File: src/rtl/fetch_unit.sv
// Instruction fetch stage: assembles 16-bit instructions from a byte-wide memory,
// high byte first, and hands them to decode under a valid/ready handshake.
module fetch_unit #(
  parameter int             AW       = 8,
  parameter logic [AW-1:0]  RESET_PC = '0
) (
  input  logic          clk,
  input  logic          rst,
  output logic          mem_req,
  output logic [AW-1:0] mem_addr,
  input  logic          mem_ack,
  input  logic [7:0]    mem_rdata,
  output logic [15:0]   inst,
  output logic [3:0]    opcode,
  output logic [AW-1:0] inst_pc,
  output logic          inst_valid,
  input  logic          inst_ready,
  input  logic          redirect,
  input  logic [AW-1:0] redirect_pc
);

  typedef enum logic [1:0] {
    S_HI  = 2'd0,
    S_LO  = 2'd1,
    S_OUT = 2'd2
  } state_t;

  state_t        state;
  logic [AW-1:0] pc;
  logic [AW-1:0] pc_inc;

  // AW-bit add: the PC wraps naturally, so a fetch may straddle the top of memory
  assign pc_inc = pc + {{(AW-1){1'b0}}, 1'b1};
  assign opcode = inst[15:12];

  always_ff @(posedge clk or posedge rst) begin
    if (rst) begin
      state      <= S_HI;
      pc         <= RESET_PC;
      mem_req    <= 1'b0;
      mem_addr   <= '0;
      inst       <= '0;
      inst_pc    <= '0;
      inst_valid <= 1'b0;
    end else if (redirect) begin
      // Redirect outranks ack and ready; any byte returned this cycle is dropped
      state      <= S_HI;
      pc         <= redirect_pc;
      mem_addr   <= redirect_pc;
      mem_req    <= 1'b1;
      inst_valid <= 1'b0;
    end else begin
      case (state)
        S_HI: begin
          if (!mem_req) begin
            // Only reached straight out of reset
            mem_req  <= 1'b1;
            mem_addr <= pc;
          end else if (mem_ack) begin
            inst[15:8] <= mem_rdata;
            inst_pc    <= pc;
            pc         <= pc_inc;
            mem_addr   <= pc_inc;
            state      <= S_LO;
          end
        end
        S_LO: begin
          if (mem_ack) begin
            inst[7:0]  <= mem_rdata;
            pc         <= pc_inc;
            inst_valid <= 1'b1;
            mem_req    <= 1'b0;
            state      <= S_OUT;
          end
        end
        S_OUT: begin
          if (inst_ready) begin
            inst_valid <= 1'b0;
            mem_req    <= 1'b1;
            mem_addr   <= pc;
            state      <= S_HI;
          end
        end
        default: state <= S_HI;
      endcase
    end
  end

endmodule

File: config.mk
export PLATFORM = sky130hd
export DESIGN_NAME = fetch_unit
export DESIGN_NICKNAME = d
export VERILOG_FILES = /design/src/rtl/fetch_unit.sv
export SDC_FILE = /design/constraint.sdc
export NUM_CORES = 1
export LEC_CHECK = 0
export ABC_AREA = 1
export BUFFER_PORTS_ARGS = -buffer_cell sky130_fd_sc_hd__clkbuf_2
export CAP_MARGIN = 15
export CORE_UTILIZATION = 53
export DETAILED_ROUTE_END_ITERATION = 6
export GPL_ROUTABILITY_DRIVEN = 0
export PLACE_DENSITY = 0.92
export REMOVE_ABC_BUFFERS = 1
export SKIP_LAST_GASP = 1
export SLEW_MARGIN = 25
export SYNTH_ARGS = -nofsm -noshare
export SYNTH_HDL_FRONTEND = slang
export SYNTH_SLANG_ARGS = --single-unit
File: constraint.sdc
create_clock -name clk -period 1.7 [get_ports clk]
set_input_delay 0.34 -clock clk [delete_from_list [all_inputs] [get_ports clk]]
set_output_delay 0.34 -clock clk [all_outputs]
set_load 0.03 [all_outputs]
======== Word-level counts from Yosys, hierarchy flattened ========
Cells that the tools add are included.
cells by class
  equal/unequal tests ..................... 7
  bitwise operators ....................... 1
  add/sub/neg operators ................... 1
  multipliers ............................. 0
  divide/modulo/power cells ............... 0
  reduce and logical (&&, ||, !) cells .... 12
  muxes and demuxes ....................... 23
  shift operators ......................... 0
  $lt $le $gt $ge ......................... 0
operators by type and width
  cell                   number
  $mux W8                7
  $pmux W8 S2            2
  $ne A3 B3 Y1 const B   4
  $reduce_and A3 Y1      4
  $mux W2                5
  $reduce_bool A3 Y1     3
  $add A8 B1 Y8 const B  1
  $reduce_and A4 Y1      2
  $mux W1                6
  $pmux W2 S3            1
  $ne A4 B4 Y1 const B   1
  $reduce_bool A4 Y1     1
  $pmux W1 S3            1
  $eq A2 B1 Y1 const B   1
  $eq A2 B2 Y1 const B   1
  $logic_not A2 Y1       1
  $pmux W1 S2            1
  $reduce_and A2 Y1      1
  $not A1 Y1             1
storage, ports and cells
  bits in read-only memories .............. 0
  bits in latches ......................... 0
  bits in writable memories ............... 0
  input bits .............................. 21
  memories kept ........................... 0
  register bits ........................... 44
  word-level logic and storage cells ...... 52

======== Logic depth before layout (Yosys ltp) ========
Gate-level depths: netlist (run 1).
  depth after elaboration ................. 5
  mapped depth ............................ 9

======== Worst setup path after synthesis (run 1) ========
No wires, ideal clock.
  kind .................................... reg2reg
  from .................................... register mem_req
  to ...................................... register mem_addr[3]
  arrival time ............................ 1231 ps
  path slack .............................. 348 ps
  cell stages (with the launch flop) ...... 8
  clock period less this slack ............ 1352 ps
  path through ............................ dfrtp_1 > inv_1 > nor2_1 > nand2_2 > nand3_4 > inv_4 > nor2_2 > a21oi_2
between the ends
  cells in the longest elaborated chain, start to end .. 3
  elaborated cells on any way between the ends .. 5
RTL lines
  what                    line  RTL
  start, declared         9     output logic mem_req,
  start signal, assigned  40    mem_req <= 1'b0;
  start signal, assigned  50    mem_req <= 1'b1;
  start signal, assigned  57    mem_req <= 1'b1;
  $mux W8                 55    if (!mem_req) begin
  $pmux W8 S2             53    case (state)
  $mux W8                 45    end else if (redirect) begin
  end signal, assigned    49    mem_addr <= redirect_pc;
  end signal, assigned    58    mem_addr <= pc;
  end signal, assigned    63    mem_addr <= pc_inc;
  end, declared           10    output logic [AW-1:0] mem_addr,
Several ways; a longest one is shown, not always the timed one.
A chain may end at the register's enable or synchronous reset.

======== Final worst setup path (run 1) ========
  from .................................... register state[0]
  to ...................................... register inst_pc[7]
between the ends
  cells in the longest elaborated chain, start to end .. 2
RTL lines
  what                                line  RTL
  start, declared                     28    state_t state;
  start signal, assigned              38    state <= S_HI;
  start signal, assigned              47    state <= S_HI;
  start signal, assigned              64    state <= S_LO;
  $logic_not A2 Y1                    53
  $reduce_and A4 Y1 (no source line)  n/a
  end signal, assigned                61    inst_pc <= pc;
  end, declared                       15    output logic [AW-1:0] inst_pc,
No other way between the ends.

==> results_dict.tcl, run 1 <==
set metrics [dict create \
    cp-start-kind "register" \
    max_freq_mhz 683 \
    grt_pass1_vias 1832 \
    seqCellArea_um2 1100 \
    vias 1950 \
    wl_per_cell_um 13.2 \
    drtIter0Drc 142 \
    path_max_fanout 33 \
    fin_setup_tns_ps 0 \
    drv_slew 0 \
    dp_hpwl_mm 3.62 \
    synth_cell_types 23 \
    status "complete, no violations" \
    worst_setup_path_end_kind "register" \
    syn_avg_cell_area_um2 8.33 \
    ctsResizeCount 0 \
    cts_tree "done" \
    routed-wl-met3_um 298 \
    antenna_found_initial 0 \
    yosysSeqAreaShare_pct 47.9 \
    r2r_cells 6 \
    hold_viol 0 \
    numCtsBuffers 5 \
    grt_pass1_wl_mm 8.47 \
    tightest_slew_ps 547 \
    hold_class "in -> async" \
    wl_met2_mm 2.36 \
    finalPower_mw 3.51 \
    fin_crit_ps 1460 \
    p_per_area_nw_per_um2 1320 \
    synthCells 276 \
    path_class "reg -> reg" \
    clock_sinks 44 \
    clock_latency_ps 300 \
    syn_area_um2 2300 \
    drt_wl_total_mm 5.05 \
    nNetsFinal 353 \
    grt_max_degree 45 \
    dr.pass1.iters 4 \
    gr-total-overflow 0 \
    ios 59 \
    clk_pin_slew_ps 80 \
    start_util_pct 56.2 \
    slew_headroom_pct 63.5 \
    fp.dieH_um 67.9 \
    arrival_ps 1640 \
    post-cts-setup-buffer-count 0 \
    fill_cells 323 \
    drive_gt1_share_pct 31.9 \
    final_cell_mix "81 x nand2_1, 58 x clkbuf_2, 44 x dfrtp_1, 28 x inv_1, 21 x o21ai_1" \
    vias_per_cell 5.10 \
    cts_max_level 2 \
    core_area_um2 4090 \
    postRouteAntennaNets 0 \
    min_period_over_period_pct 86.1 \
    grt_usage_pct 25.2 \
    drc 0 \
    port_buffers 58 \
    setup_viol 0 \
    layout_commonest_cell "nand2_1" \
    ir_drop_mv 0.499 \
    drt-met1-wl_mm 2.31 \
    ctsHoldBuffers 0 \
    die_x_um 67.9 \
    synth_seq_cells 44 \
    cap_viol_max_count 0 \
    cts_root_buffer "clkbuf_8" \
    rrSetupSlack_ps 240 \
    whs_ps 145 \
    die_area_um2 4600 \
    r2r-start "state[0]" \
    rsz0062_at_grt "false" \
    ys_warn_count 0 \
    skew_ps 7.52 \
    maxUsedRoutingLayer "met4" \
    worstReg2RegEnd "inst_pc[7]" \
    critPathRequiredTime_ps 1870 \
    area_growth_pct 16.3 \
    multi_input_area_um2 958 \
    n_antenna_cell 0 \
    rows 23 \
    clockBufferDepth 2 \
    cellLeakagePower_nw 1.48 \
]
==> cell families (layout without fill, tap and decap cells) <==
kind of cell | after synthesis | count (layout) | synth area share, %
AND/OR/NAND/NOR | 129 | 129 | 26.2
XOR/XNOR | 1 | 1 | 0.381
AO/OA/AOI/OAI | 55 | 55 | 14.5
buffers and inverters | 46 | 102 | 10.4
flip-flops | 44 | 44 | 47.9
adder cells (fa/ha/maj) | 1 | 1 | 0.544
==> layout make-up <==
type	instances	share of cell area (%)
Sequential cell	44	41.2
Multi-Input combinational cell	186	35.9
Timing Repair Buffer	60	11.4
Inverter	34	5.15
Clock buffer	6	2.72
Tap cell	50	2.34
Clock inverter	2	1.31
==> registers in the layout, indices dropped and copies added (netlist names) <==
name        cells
inst_valid      1
mem_req         1
inst_pc         8
mem_addr        8
pc              8
state           2
inst           16
==> routing by layer <==
metal,global-route usage [%],vias to the layer above
met2,40.3,75
met4,9.11,0
met3,5.83,9
li1,-,983
met5,0,-
met1,33.2,883
==> worst max-delay path by stage <==
stage          slack, ps         end  startpoint  cells after the start
2_1_floorplan        330     inst[0]         rst                      1
5_1_grt              120  inst_pc[4]    state[0]                      6
6_report             240  inst_pc[7]    state[0]                      6
3_5_place_dp         230  inst_pc[7]    redirect                      5
4_1_cts              240  inst_pc[7]    state[0]                      6
3_3_place_gp         290  inst_pc[2]    redirect                      5
==> through the flow <==
step                std cells  cell area [um2]  setup slack [ps]  utilization (%)
floorplan                 264             2200               329                -
global route              382             2670               123             65.4
detailed placement        374             2560               230             62.8
global placement          374             2560               291             62.8
finish                    382             2670               236             65.4
CTS                       382             2670               243             65.4
==> where the power goes <==
group	internal (mW)	switching, mW	total, mW
Sequential	1.28	0.167	1.44
Clock	0.436	0.353	0.789
Combinational	0.371	0.910	1.28
==> worst max-delay path, stage by stage, from the launching register on <==
cell and delay [ps]:
dfrtp_1 440, inv_2 120, nand2_2 80, nor2_4 150, nand3_4 300, nand2_1 150
o21ai_1 80
==> synthesized netlist by cell type <==
master	number	area [um2]
buf_2	3	15.0
nand3_1	13	65.1
nand2_2	3	18.8
ha_1	1	12.5
o21ai_0	8	40.0
buf_4	4	30.0
nand3_4	2	35.0
o21ai_1	21	105
nor2_4	2	22.5
nor2_2	6	37.5
inv_4	4	25.0
a21oi_1	10	50.1
inv_2	2	7.51
o211ai_1	1	7.51
dfrtp_1	44	1100
buf_6	5	56.3
xnor2_1	1	8.76
inv_1	28	105
nor2_1	17	63.8
nand2_1	81	304
nand2_4	5	56.3
a21oi_2	7	61.3
o21ai_2	8	70.1
(Power assumes the default switching activity.)
==> run 2: changes to the inputs <==
--- a/config.mk
+++ b/config.mk
@@ -5,13 +5,13 @@
 export SDC_FILE = /design/constraint.sdc
 export NUM_CORES = 1
 export LEC_CHECK = 0
-export ABC_AREA = 1
+export ABC_AREA = 0
 export BUFFER_PORTS_ARGS = -buffer_cell sky130_fd_sc_hd__clkbuf_2
 export CAP_MARGIN = 15
-export CORE_UTILIZATION = 53
+export CORE_UTILIZATION = 52
 export DETAILED_ROUTE_END_ITERATION = 6
 export GPL_ROUTABILITY_DRIVEN = 0
-export PLACE_DENSITY = 0.92
+export PLACE_DENSITY = 0.91
 export REMOVE_ABC_BUFFERS = 1
 export SKIP_LAST_GASP = 1
 export SLEW_MARGIN = 25
==> run 2 against run 1 <==
Against the previous run:
- largest cell class unchanged
- combinational power decreased by 9%
- non-clock buffer count increased by 6
- design area decreased by 1.3%
- critical endpoint is now pc[6]
- final cell count decreased by 22%
- synthesized cell count decreased by 32%
- core utilization increased by 0.54 points
- total power decreased by 2.2%
- area after synthesis decreased by 5.4%
- routed wire length decreased by 1.7%
- largest power group unchanged
==> results_dict.tcl, run 2 <==
set metrics [dict create \
    drc 0 \
    ir_drop_mv 1.00 \
    finalPower_mw 3.44 \
    synth_most_common_cell "dfrtp_1" \
    async_flop_share_pct 100 \
    yosysTopAreaCell "dfrtp_1" \
    min_period_over_period_pct 97.3 \
    critPathRequiredTime_ps 1870 \
    status "complete, no violations" \
    cp-start-kind "register" \
    cellLeakagePower_nw 1.24 \
    place_area_um2 2490 \
    grt_pass1_wl_mm 7.58 \
    core_area_um2 4000 \
    die_area_um2 4440 \
    synth_area_leaders "dfrtp_1 51%, mux2_2 7.3%, mux2_4 6.9%" \
    fin_crit_ps 1650 \
    antenna_found_initial 0 \
    synth_seq_cells 44 \
    synth_cell_types 41 \
    grt_max_degree 32 \
    synthCells 188 \
    grt_pass1_vias 1587 \
    slew_headroom_pct 67.6 \
    rsz0062_at_grt "true" \
    yosysSeqAreaShare_pct 50.7 \
    ys_warn_count 0 \
    clockBufferDepth 2 \
    area_growth_pct 21.4 \
    top_register "inst" \
    nNetsFinal 268 \
    yosysTopAreaCellShare_pct 50.7 \
    ios 59 \
    clock_sinks 44 \
    dr.pass1.iters 4 \
    p_per_area_nw_per_um2 1300 \
    final_cell_mix "58 x clkbuf_2, 44 x dfrtp_1, 15 x nand2_1, 14 x mux2_2, 11 x o21ai_0" \
    dp_hpwl_mm 3.44 \
    skew_ps 12.5 \
    grt_usage_pct 23.1 \
    largest_register_ffs 16 \
    vias 1693 \
    cap_viol_max_count 0 \
    drtIter0Drc 151 \
    hold_viol 0 \
    drt_wl_total_mm 4.97 \
    ys.flop_type "dfrtp_1" \
    syn_avg_cell_area_um2 11.6 \
    path_class "reg -> reg" \
    netlist_top_cells_count "44 x dfrtp_1, 15 x nand2_1, 14 x mux2_2" \
    arrival_ps 1830 \
    max_freq_mhz 604 \
    n_antenna_cell 0 \
    worst_setup_path_end_kind "register" \
    hold_class "in -> async" \
    fp.dieH_um 66.7 \
    final_area_um2 2640 \
    synth_edf_count 0 \
    clock_latency_ps 290 \
    path_max_fanout 8 \
    vias_per_cell 5.70 \
    rows 23 \
    drive_gt1_share_pct 42.1 \
    layout_commonest_cell "clkbuf_2" \
    syn_area_um2 2170 \
    tightest_slew_ps 484 \
    port_buffers 58 \
    gr-total-overflow 0 \
    setup_viol 0 \
    start_util_pct 54.3 \
    cts_root_buffer "clkbuf_8" \
    postRouteAntennaNets 0 \
    die_x_um 66.7 \
    clk_pin_slew_ps 90 \
    drv_slew 0 \
    cts_max_level 2 \
    wl_per_cell_um 16.7 \
    numCtsBuffers 5 \
    cts_tree "done" \
    fin_setup_tns_ps 0 \
]
run 2: cell types whose count changed after synthesis, sizes merged, moves of 5 or more:
cell and delta:
nor3 +9, xnor2 +7, nor2 -16, nand2 -74, o21ai -26, inv -31, nand3 -12, o31ai +5
clkbuf +7, mux2 +24, a21oi -15
run 2: worst paths after layout:
path,endpoint,cells past startpoint,slack (ps),start
max,pc[6],4,50,state[1]
min,inst[0],3,40,rst
max reg2reg,pc[6],4,50,state[1]
min reg2reg,inst[1],1,510,inst[1]
max in group asynchronous,state[0],3,1310,rst
min in group clk,mem_addr[1],3,270,redirect_pc[1]
run 2: critical path: stages (launching register included):
cell      delay, ps
dfrtp_1         480
nand2b_1        310
nor4b_1         490
xnor2_1         170
o21ai_0          90
run 2: layout make-up:
class	instances	area (um2)
multi-input cells	126	978
clock buffers	6	82.6
fillers	291	1360
flip-flops and latches	44	1100
well taps	50	62.6
repair buffers	66	363
inverters	3	11.3
clock inverters	2	38.8
run 2: per-stage QoR:
step | worst slack, ps | util (%) | hold slack, ps | cells
after floorplan | -113 | - | 403 | 173
after global routing | -25.8 | 65.9 | 67.3 | 297
after global placement | 157 | 62.3 | 355 | 289
after detailed placement | 84.3 | 62.3 | 364 | 289
final | 45.6 | 65.9 | 45.0 | 297
after CTS | 61.8 | 65.3 | 49.9 | 297
run 2: logic make-up (layout without fill, tap and decap cells):
logic type      Yosys count  after routing  share of synthesized area [%]
mux                      25             25                           14.6
simple gates             63             63                           16.7
compound gates           29             29                           8.75
xor+xnor                  8              8                           3.22
fa+ha+maj                 1              1                          0.576
buf+inv                  18             77                           5.47
flops                    44             44                           50.7
run 2: metal layers:
layer	wire length (um)	up-vias	track usage, %	part of all wire [%]
met3	243	7	3.94	4.9
met2	2640	71	41.0	53
met5	0	-	0	0
met4	48	0	6.91	0.97
met1	2030	831	28.3	41
li1	-	784	-	-
run 2: repair_timing:
action	CTS	global route
endpoints found under the setup margin	0	5
resized for setup	0	4
hold buffers	0	0
buffers inserted	0	0
run 2: power by group:
part	internal, mW	switching [mW]	total [mW]
Combinational	0.431	0.733	1.16
Sequential	1.26	0.167	1.43
Clock	0.481	0.367	0.848
